**src/rtl/ifu_pkg.sv**
```systemverilog
// ifu_pkg: shared types and constants for the instruction-fetch stage.
//   ifu_state_e    - fetch FSM state encoding
//   IFU_FAULT_INST - instruction word presented on a misaligned-PC fault
//   IFU_RESET_PC   - default architectural reset PC
package ifu_pkg;

   localparam int unsigned XLEN = 32;

   typedef enum logic [1:0] {
      S_REQ      = 2'd0,
      S_WAIT_RSP = 2'd1,
      S_HOLD     = 2'd2,
      S_WAIT_PC  = 2'd3
   } ifu_state_e;

   localparam logic [XLEN-1:0] IFU_FAULT_INST = 32'h0000_0000;
   localparam logic [XLEN-1:0] IFU_RESET_PC   = 32'h8000_0000;

endpackage

```
**src/rtl/ifu_fetch.sv**
```systemverilog
// ifu_fetch: multicycle instruction-fetch stage owning the architectural PC.
// One instruction in flight: request -> response -> hand to decode -> take dnpc.
// Ports:
//   clk, rst                       - clock, synchronous active-high reset
//   pc_update_valid/ready, dnpc    - next PC from the next-PC stage
//   imem_req_valid/ready/addr      - instruction-memory read request
//   imem_rsp_valid/ready/data/err  - instruction-memory read response
//   inst_valid/ready, inst,
//   inst_pc, inst_fault            - fetched instruction to decode
//   fetch_count                    - instructions handed to decode (wraps)
module ifu_fetch
   import ifu_pkg::*;
#(
   parameter logic [XLEN-1:0] RESET_PC = IFU_RESET_PC,
   parameter int unsigned     CNT_W    = 32
) (
   input  logic             clk,
   input  logic             rst,
   input  logic             pc_update_valid,
   output logic             pc_update_ready,
   input  logic [XLEN-1:0]  dnpc,
   output logic             imem_req_valid,
   input  logic             imem_req_ready,
   output logic [XLEN-1:0]  imem_req_addr,
   input  logic             imem_rsp_valid,
   output logic             imem_rsp_ready,
   input  logic [XLEN-1:0]  imem_rsp_data,
   input  logic             imem_rsp_err,
   output logic             inst_valid,
   input  logic             inst_ready,
   output logic [XLEN-1:0]  inst,
   output logic [XLEN-1:0]  inst_pc,
   output logic             inst_fault,
   output logic [CNT_W-1:0] fetch_count
);

   ifu_state_e       state_q, state_d;
   logic [XLEN-1:0]  pc_q, pc_d;
   logic [XLEN-1:0]  inst_q, inst_d;
   logic [XLEN-1:0]  inst_pc_q, inst_pc_d;
   logic             inst_fault_q, inst_fault_d;
   logic [CNT_W-1:0] fetch_count_q, fetch_count_d;
   logic             pc_misaligned;

   assign pc_misaligned = (pc_q[1:0] != 2'b00);

   // State register and datapath flops
   always_ff @(posedge clk) begin
      if (rst) begin
         state_q       <= S_REQ;
         pc_q          <= RESET_PC;
         inst_q        <= '0;
         inst_pc_q     <= '0;
         inst_fault_q  <= 1'b0;
         fetch_count_q <= '0;
      end else begin
         state_q       <= state_d;
         pc_q          <= pc_d;
         inst_q        <= inst_d;
         inst_pc_q     <= inst_pc_d;
         inst_fault_q  <= inst_fault_d;
         fetch_count_q <= fetch_count_d;
      end
   end

   // Next-state and datapath update
   always_comb begin
      state_d       = state_q;
      pc_d          = pc_q;
      inst_d        = inst_q;
      inst_pc_d     = inst_pc_q;
      inst_fault_d  = inst_fault_q;
      fetch_count_d = fetch_count_q;

      case (state_q)
         S_REQ: begin
            // Misaligned PC faults locally without touching the bus
            if (pc_misaligned) begin
               inst_d       = IFU_FAULT_INST;
               inst_pc_d    = pc_q;
               inst_fault_d = 1'b1;
               state_d      = S_HOLD;
            end else if (imem_req_ready) begin
               state_d = S_WAIT_RSP;
            end
         end
         S_WAIT_RSP: begin
            if (imem_rsp_valid) begin
               inst_d       = imem_rsp_data;
               inst_pc_d    = pc_q;
               inst_fault_d = imem_rsp_err;
               state_d      = S_HOLD;
            end
         end
         S_HOLD: begin
            if (inst_ready) begin
               fetch_count_d = fetch_count_q + CNT_W'(1);
               state_d       = S_WAIT_PC;
            end
         end
         S_WAIT_PC: begin
            if (pc_update_valid) begin
               pc_d    = dnpc;
               state_d = S_REQ;
            end
         end
         default: state_d = S_REQ;
      endcase
   end

   // Handshake outputs decode directly from the registered state
   assign imem_req_valid  = (state_q == S_REQ) && !pc_misaligned;
   assign imem_req_addr   = pc_q;
   assign imem_rsp_ready  = (state_q == S_WAIT_RSP);
   assign inst_valid      = (state_q == S_HOLD);
   assign pc_update_ready = (state_q == S_WAIT_PC);
   assign inst            = inst_q;
   assign inst_pc         = inst_pc_q;
   assign inst_fault      = inst_fault_q;
   assign fetch_count     = fetch_count_q;

endmodule

```
**config.mk**
```make
export PLATFORM = sky130hd
export DESIGN_NAME = ifu_fetch
export DESIGN_NICKNAME = d
export VERILOG_FILES = /design/src/rtl/ifu_pkg.sv /design/src/rtl/ifu_fetch.sv
export SDC_FILE = /design/constraint.sdc
export NUM_CORES = 1
export LEC_CHECK = 0
export ABC_CLOCK_PERIOD_IN_PS = 4340
export BUFFER_PORTS_ARGS = -buffer_cell sky130_fd_sc_hd__buf_2
export CORE_MARGIN = 10
export CORE_UTILIZATION = 38
export DETAILED_ROUTE_END_ITERATION = 8
export PLACE_DENSITY = 0.65
export SLEW_MARGIN = 15
export SYNTH_ARGS = -nofsm -noshare
export SYNTH_HDL_FRONTEND = slang
export SYNTH_SLANG_ARGS = --single-unit
```
**constraint.sdc**
```tcl
create_clock -name clk -period 4.34 [get_ports clk]
set_input_delay 0.434 -clock clk [delete_from_list [all_inputs] [get_ports clk]]
set_output_delay 0.434 -clock clk [all_outputs]
set_load 0.02 [all_outputs]
```
# Word-level counts from Yosys, hierarchy flattened
# Cells that the tools add are included.
[word_totals] register_bits=131 inputBits=71 out_inout_bits=133
[op_classes] add_sub_neg=1 n_eq_ne=8 mux=15 n_reduce_logical=9
[ops] cell="$mux 32" n=4
[ops] cell="$pmux 32 s2" n=2
[ops] cell="$add 32x1->32 const B" n=1
[ops] cell="$mux 2" n=5
[ops] cell="$pmux 2 s4" n=1
[ops] cell="$ne 2x2->1 const B" n=3
[ops] cell="$eq 2x2->1 const B" n=2
[ops] cell="$reduce_and 2->1" n=2
[ops] cell="$reduce_and 4->1" n=1
[ops] cell="$reduce_bool 2->1" n=2
[ops] cell="$ne 3x3->1 const B" n=1
[ops] cell="$reduce_and 3->1" n=1
[ops] cell="$eq 2x1->1 const B" n=1
[ops] cell="$logic_not 2->1" n=1
[ops] cell="$mux 1" n=2
[ops] cell="$ne 2x1->1 const B" n=1
[ops] cell="$pmux 1 s2" n=1
[ops] cell="$logic_and 1x1->1" n=1
[ops] cell="$logic_not 1->1" n=1

# Logic depth before layout (Yosys ltp)
# Gate-level depths: netlist of run 1.
[logic_depth] ltp_word=3 ltp_mapped=9

# Least setup slack after synthesis of run 1
# OpenSTA, ideal clock, no wires.
[synth_path] kind="reg-to-reg" startpoint="register state_q[0]" endpoint="register inst_pc_q[10] (netlist: inst_pc[10])" setup_time_ns=0.070 t_arrival_ns=2.191 t_required_ns=4.270 path_slack_ns=2.079 stages_incl_launch_ff=9 path_cell_list="dfxtp_1 > inv_1 > ha_1 > nor3b_1 > or3_1 > clkbuf_1 > buf_1 > nand2_1 > a21oi_1"
[synth_between] elab_chain_cells=3 word_cells_on_any_way=7 cone_classes="3 x eq/ne; 1 x mux; 3 x reduce/logical"
[synth_rtl] element="start: declaration" line="ifu_fetch.sv:37" text="ifu_state_e state_q, state_d;"
[synth_rtl] element="start signal: assignment" line="ifu_fetch.sv:57" text="state_q <= state_d;"
[synth_rtl] element="$eq 2x1->1 / $logic_not 2->1 (equally long branches)" line="ifu_fetch.sv:75" text="case (state_q)"
[synth_rtl] element="$ne 2x2->1 (no line) / $reduce_bool 2->1 (equally long branches)"
[synth_rtl] element="$reduce_and 3->1 (no line)"
[synth_rtl] element="end signal: assignment" line="ifu_fetch.sv:60" text="inst_pc_q <= inst_pc_d;"
[synth_rtl] element="end: declaration" line="ifu_fetch.sv:40" text="logic [XLEN-1:0] inst_pc_q, inst_pc_d;"
# Several ways; a longest one is shown, not always the timed one.
# A chain may end at the register's enable or synchronous reset.

# Worst setup path after layout of run 1
[layout_path] startpoint="register state_q[1]" endpoint="register inst_pc_q[30] (netlist: inst_pc[30])"
# Same word-level chain as after synthesis.

==> impl_metrics.tcl, run 1 <==
set metrics [dict create \
    path_max_fanout 36 \
    cts.sinks 131 \
    slowest_delay_ps 780 \
    ant_nets 0 \
    status "complete, no violations" \
    start_util 0.385 \
    antenna_found_initial 0 \
    area_growth_pct 32.9 \
    synth_common_cells "nand2_1 (171), dfxtp_1 (131), a21oi_1 (117)" \
    ys_warn_count 0 \
    clock_skew_ps 11.0 \
    syn_nets 706 \
    leakage_nw 2.83 \
    async_flop_share 0 \
    core.rowCount 42 \
    finalCritPeriodShare 0.597 \
    synth_top_flop_cell "dfxtp_1" \
    drive_gt1_frac 0.299 \
    rr_endpoint "inst_pc[30]" \
    io_buffer_count 203 \
    ctsHoldBuffers 0 \
    grt_max_degree 105 \
    regArea_sq_um 2620 \
    gr-total-overflow 0 \
    wl_per_cell_microns 15.4 \
    worst-r2r-setup-slack_ps 1750 \
    post-route-min-period_ps 2590 \
    root_buffer "clkbuf_16" \
    clock_latency_ps 420 \
    dieArea_sq_um 18300 \
    track_usage 0.163 \
    crit_arrival_ps 2830 \
    startpoint_type "flip-flop" \
    drv_slew 0 \
    setup-tns-final_ps 0 \
    cts_made_buffers 17 \
    cap_violations 0 \
    relSlewSlack 0.265 \
    critPathMostFrequentCell "buf_4" \
    tritoncts "done" \
    synthCells 629 \
    cp_slowest_cell "or3_2" \
    n_antenna_cell 0 \
    gp_congestion 0.776 \
    grt_pass1_wl_mm 24.2 \
    htreeDepth 4 \
    cts_resized 0 \
    drc 0 \
    syn_area_sq_um 5060 \
    r2r_cells 8 \
    drtIter0Drc 272 \
    multiInputGateArea_sq_um 2230 \
    hold_viol_final 0 \
    drt-vias-per-instance 4.89 \
    vias 4885 \
    die_w_microns 135 \
    cts_setup_buffers 0 \
    setup_viol 0 \
    finish.net_count 888 \
    core_area_sq_um 13100 \
    dr.pass1.iters 4 \
    cp-end-kind "flip-flop" \
    worstPathCellList "inv_1, ha_1, buf_4, nor2b_1, or3_2, buf_4, nand2_1, a21oi_1" \
    synthTopCellsByArea "dfxtp_1 (52%), nand2_1 (13%), a21oi_1 (12%)" \
    worst-setup-path-type "flip-flop to flip-flop" \
    yosysUniqueCellTypes 34 \
    worstHoldPathType "input port to flip-flop" \
    fill_cells 1310 \
    power_w 0.00352 \
    yosysMostFrequentCell "nand2_1" \
    die_h_microns 135 \
    r2r_start "state_q[1]" \
    synth.largest_area_cell "dfxtp_1" \
    power_density_nw_per_um2 523 \
    cp-startpoint "state_q[1]" \
    synth_edf_count 0 \
    crit_path_end "inst_pc[30]" \
    avgSynthCellArea_sq_um 8.05 \
    grt_pass1_vias 4695 \
    clock.fmax_mhz 386 \
    worstMarginPinSlew_ps 1100 \
    num_io_pins 204 \
    grt_setup_unrepaired "false" \
    drt_wl_total_mm 15.4 \
    synth-seq-cells 131 \
    cts_buffer_depth 2 \
    netlist.area_leader.share 0.518 \
    yosysSeqAreaShare 0.518 \
    dpl.hpwl_mm 10.7 \
    clk_pin_slew_worst_paths_ps 50 \
    ir_drop_mv 0.305 \
    cp_data_required_time_ps 4580 \
]
[how the worst min path moves through the flow]
stage / cells after the start / start / end / slack [ps]
finish: 3 / dnpc[24] / imem_req_addr[24] / 250
global route: 3 / dnpc[31] / imem_req_addr[31] / 250
CTS: 3 / dnpc[31] / imem_req_addr[31] / 230
detailed placement: 2 / inst[1] / inst[1] / 440
global placement: 2 / inst[27] / inst[27] / 430
floorplan: 2 / state_q[0] / state_q[0] / 510
[per-stage QoR]
stage | std cells | setup slack [ps] | hold slack [ps] | area (sq um) | utilization
2_1_floorplan | 629 | 2080 | 511 | 5060 | -
3_3_place_gp | 968 | 1780 | 435 | 6170 | 0.470
3_5_place_dp | 968 | 1730 | 442 | 6170 | 0.470
4_1_cts | 999 | 1720 | 231 | 6730 | 0.512
5_1_grt | 999 | 1480 | 247 | 6730 | 0.512
6_report | 999 | 1750 | 255 | 6730 | 0.512
[worst max-delay path, delay by kind of cell (launching register included)]
kind | cells | cell delay, ps
simple gates | 3 | 1080
compound gates | 1 | 60
fa+ha+maj | 1 | 180
flops | 1 | 370
buf+inv | 3 | 700
[power by group]
group / switching, W / internal [W] / total [W] / leakage (nW)
Sequential: 0.0000462 / 0.00128 / 0.00133 / 1.06
Clock: 0.000509 / 0.000825 / 0.00133 / 0.268
Combinational: 0.000634 / 0.000225 / 0.000859 / 1.50
Total: 0.00119 / 0.00233 / 0.00352 / 2.83
[layout by cell type, fill, tap and decap left out, types with 10 or more instances in the layout]
cell,netlist,layout
dfxtp_1,131,131
a21oi_1,117,117
or3_1,11,10
nor2_1,19,19
o21ai_1,10,10
buf_2,3,202
nand2_1,171,171
nand4_1,10,10
nand3_1,43,43
clkbuf_16,0,17
[layout make-up]
class,instances,area share
Sequential cell,131,0.390
Multi-Input combinational cell,443,0.331
Timing Repair Buffer,210,0.159
Clock buffer,22,0.0705
Tap cell,176,0.0327
Clock inverter,9,0.0121
Inverter,8,0.00446
[cells by family after synthesis]
| kind of cell | share of synthesized area |
|---|---|
| AND/OR/NAND/NOR | 0.255 |
| AO/OA/AOI/OAI | 0.146 |
| buffers and inverters | 0.0430 |
| XOR/XNOR | 0.0173 |
| flip-flops | 0.518 |
| adder cells (fa/ha/maj) | 0.0148 |
| multiplexers | 0.00618 |
[routing by layer]
layer  part of all wire  track usage  vias up
li1                   -            -     2507
met1               0.46        0.205     2225
met2               0.45        0.244      142
met3              0.081       0.0664       11
met4              0.011       0.0598        0
met5                  0            0        -
[registers in the layout, indices dropped and copies added, names as in the netlist]
name / count
fetch_count: 32
state_q: 2
inst_pc: 32
inst_fault: 1
inst: 32
imem_req_addr: 32
No activity file was read; power rests on OpenSTA's default activity.
==> run 2: changes to the inputs <==
ABC_AREA = 1   (was not set)
ABC_CLOCK_PERIOD_IN_PS = 2480   (was 4340)
PLACE_DENSITY = not set   (was 0.65)
clock period = 2.48 ns   (was 4.34 ns; I/O delays follow)
==> run 2 against run 1 <==
  * Count of clock-buffer cells in the layout decreased by 2
  * Largest cell class unchanged
  * Critical path type is now flip-flop to primary output
  * Highest routed layer unchanged
  * Power up 120%
  * Via count up 9.0%
  * First-iteration DRC count up 1.5%
  * Clock power increased by 82%
==> impl_metrics.tcl, run 2 <==
set metrics [dict create \
    drive_gt1_frac 0.278 \
    ant_nets 0 \
    synthTopCellsByArea "dfxtp_1 (49%), nor2_1 (13%), o21ai_0 (7.4%)" \
    grt_pass1_wl_mm 26.6 \
    drv_slew 0 \
    final_common_cell "buf_2" \
    ctsHoldBuffers 0 \
    wl_per_cell_microns 15.0 \
    syn_nets 809 \
    finalCritPeriodShare 0.783 \
    antenna_found_initial 0 \
    comb_power_share 0.342 \
    synth_edf_count 0 \
    cts_resized 0 \
    dieArea_sq_um 19200 \
    setup-tns-final_ps 0 \
    grt_max_degree 68 \
    syn_area_sq_um 5340 \
    synth_common_cells "nor2_1 (179), dfxtp_1 (131), nand2_1 (104)" \
    die_h_microns 139 \
    clockPowerShare 0.312 \
    grt_pass1_vias 5068 \
    worst-r2r-setup-slack_ps 590 \
    crit_arrival_ps 1700 \
    use_met3 0.0596 \
    worst-setup-path-type "flip-flop to primary output" \
    hold_path_end "inst_fault" \
    dpl.hpwl_mm 12.1 \
    path_max_fanout 33 \
    intPower_w 0.00477 \
    cts_setup_buffers 0 \
    top_usage_layer "met2" \
    clock.fmax_mhz 515 \
    gr-usage-met1 0.200 \
    status "complete, no violations" \
    track_usage 0.167 \
    cp_slowest_cell "buf_4" \
    numPlacedInstances 1087 \
    worstMarginPinSlew_ps 618 \
    synth.largest_area_cell "dfxtp_1" \
    die_w_microns 139 \
    cap_violations 0 \
    netlist.area_leader.share 0.491 \
    crit_cells 4 \
    cp-end-kind "primary output" \
    seqPwrFrac 0.346 \
    slowest_delay_ps 370 \
    netSwitchingFraction 0.385 \
    relSlewSlack 0.587 \
    yosysUniqueCellTypes 27 \
    n_antenna_cell 0 \
    core_area_sq_um 13800 \
    root_buffer "clkbuf_16" \
    startpoint_type "flip-flop" \
    fill_cells 1397 \
    clock_skew_ps 7.95 \
    drc 0 \
    leakage_nw 3.21 \
    hold_viol_final 0 \
    start_util 0.386 \
    cts_made_buffers 17 \
    grt_setup_unrepaired "false" \
    post-route-min-period_ps 1940 \
    most-common-layout-cells "buf_2 (203), nor2_1 (179), dfxtp_1 (131)" \
    r2r_start "state_q[1]" \
    core.rowCount 43 \
    ir_drop_mv 0.608 \
    drt_wl_total_mm 16.7 \
    hold_start "imem_rsp_err" \
    htreeDepth 4 \
    yosysMostFrequentCell "nor2_1" \
    finish.net_count 1003 \
    hold_depth 3 \
    power_w 0.00776 \
    r2r_cells 10 \
    worstHoldPathType "input port to flip-flop" \
    grtUsageMet2 0.272 \
    setup_viol 0 \
    avgSynthCellArea_sq_um 7.29 \
    drt-vias-per-instance 4.76 \
    instances_no_fill 1119 \
    tritoncts "done" \
    hold_slack_ps 63.8 \
    dr.pass1.iters 4 \
    worst-path-buf-inv 3 \
    drtIter0Drc 276 \
    clk_pin_slew_worst_paths_ps 50 \
    clock_latency_ps 420 \
    final_util 0.508 \
    num_io_pins 204 \
    cp_data_required_time_ps 2230 \
    critPathTopFamily "buffers and inverters" \
    gr-total-overflow 0 \
    worstPathCellList "inv_1, ha_1, buf_4, buf_2" \
    power_density_nw_per_um2 1100 \
    gp_congestion 0.795 \
    ys_warn_count 0 \
    cts.sinks 131 \
    synthCells 732 \
    vias 5324 \
    yosysSeqAreaShare 0.491 \
    cts_buffer_depth 2 \
    io_buffer_count 203 \
    synth_top_flop_cell "dfxtp_1" \
    synth-seq-cells 131 \
    power.switching_w 0.00299 \
    rr_endpoint "inst_pc[1]" \
    async_flop_share 0 \
    area_growth_pct 31.7 \
]
-- run 2: changes by cell type after synthesis, moves of 11 or more --
| cell | before | now |
|---|---|---|
| clkbuf_1 | 42 | 24 |
| o21ai_0 | 0 | 79 |
| a21oi_1 | 117 | 47 |
| nand3_1 | 43 | 56 |
| nor2_1 | 19 | 179 |
| nand2_1 | 171 | 104 |
| or3_1 | 11 | 0 |
| inv_1 | 8 | 50 |
-- run 2: per-stage QoR --
| stage | area (sq um) | setup WS [ps] |
|---|---|---|
| floorplan | 5340 | 801 |
| global placement | 6460 | 608 |
| detailed placement | 6460 | 552 |
| CTS | 7030 | 522 |
| global route | 7030 | 355 |
| finish | 7030 | 537 |
-- run 2: cell families after synthesis --
kind of cell    Yosys count  synth area share
simple gates            371             0.291
compound gates          132             0.126
buf+inv                  91            0.0760
fa+ha+maj                 6            0.0141
flops                   131             0.491
xor+xnor                  1           0.00164
-- run 2: worst max-delay path by stage --
stage | from | end
2_1_floorplan | state_q[0] | fetch_count[13]
3_3_place_gp | state_q[0] | fetch_count[19]
3_5_place_dp | state_q[1] | inst[5]
4_1_cts | state_q[1] | imem_rsp_ready
5_1_grt | state_q[0] | fetch_count[26]
6_report | state_q[1] | imem_rsp_ready
-- run 2: worst register-to-register path, cell delays in order (launching register included) --
cell	delay [ps]
dfxtp_1	370
inv_1	100
ha_1	230
inv_4	80
nor2_2	40
a21oi_2	140
nand2_4	190
inv_2	120
buf_12	280
o21ai_0	160
a21oi_1	130
-- run 2: final cells by class --
| cell class | count | area (sq um) | share of cell area |
|---|---|---|---|
| multi-input combinational | 510 | 2310 | 0.328 |
| clock buffer | 20 | 437 | 0.0621 |
| tap | 180 | 225 | 0.0320 |
| timing repair buffer | 213 | 1100 | 0.157 |
| sequential | 131 | 2620 | 0.373 |
| inverter | 53 | 201 | 0.0287 |
| clock inverter | 12 | 131 | 0.0187 |
-- run 2: power groups by stage --
stage	sequential (W)	clock (W)	combinational, W
floorplan	0.00315	0	0.00153
finish	0.00269	0.00242	0.00265
CTS	0.00269	0.00248	0.00268
global route	0.00273	0.00258	0.00292
detailed placement	0.00273	0	0.00268
global placement	0.00273	0	0.00267
-- run 2: per-layer routing --
| metal | routed length, microns | vias up |
|---|---|---|
| met5 | 0 | - |
| met4 | 179 | 0 |
| met3 | 1240 | 13 |
| met2 | 8020 | 169 |
| met1 | 7290 | 2393 |
| li1 | - | 2749 |
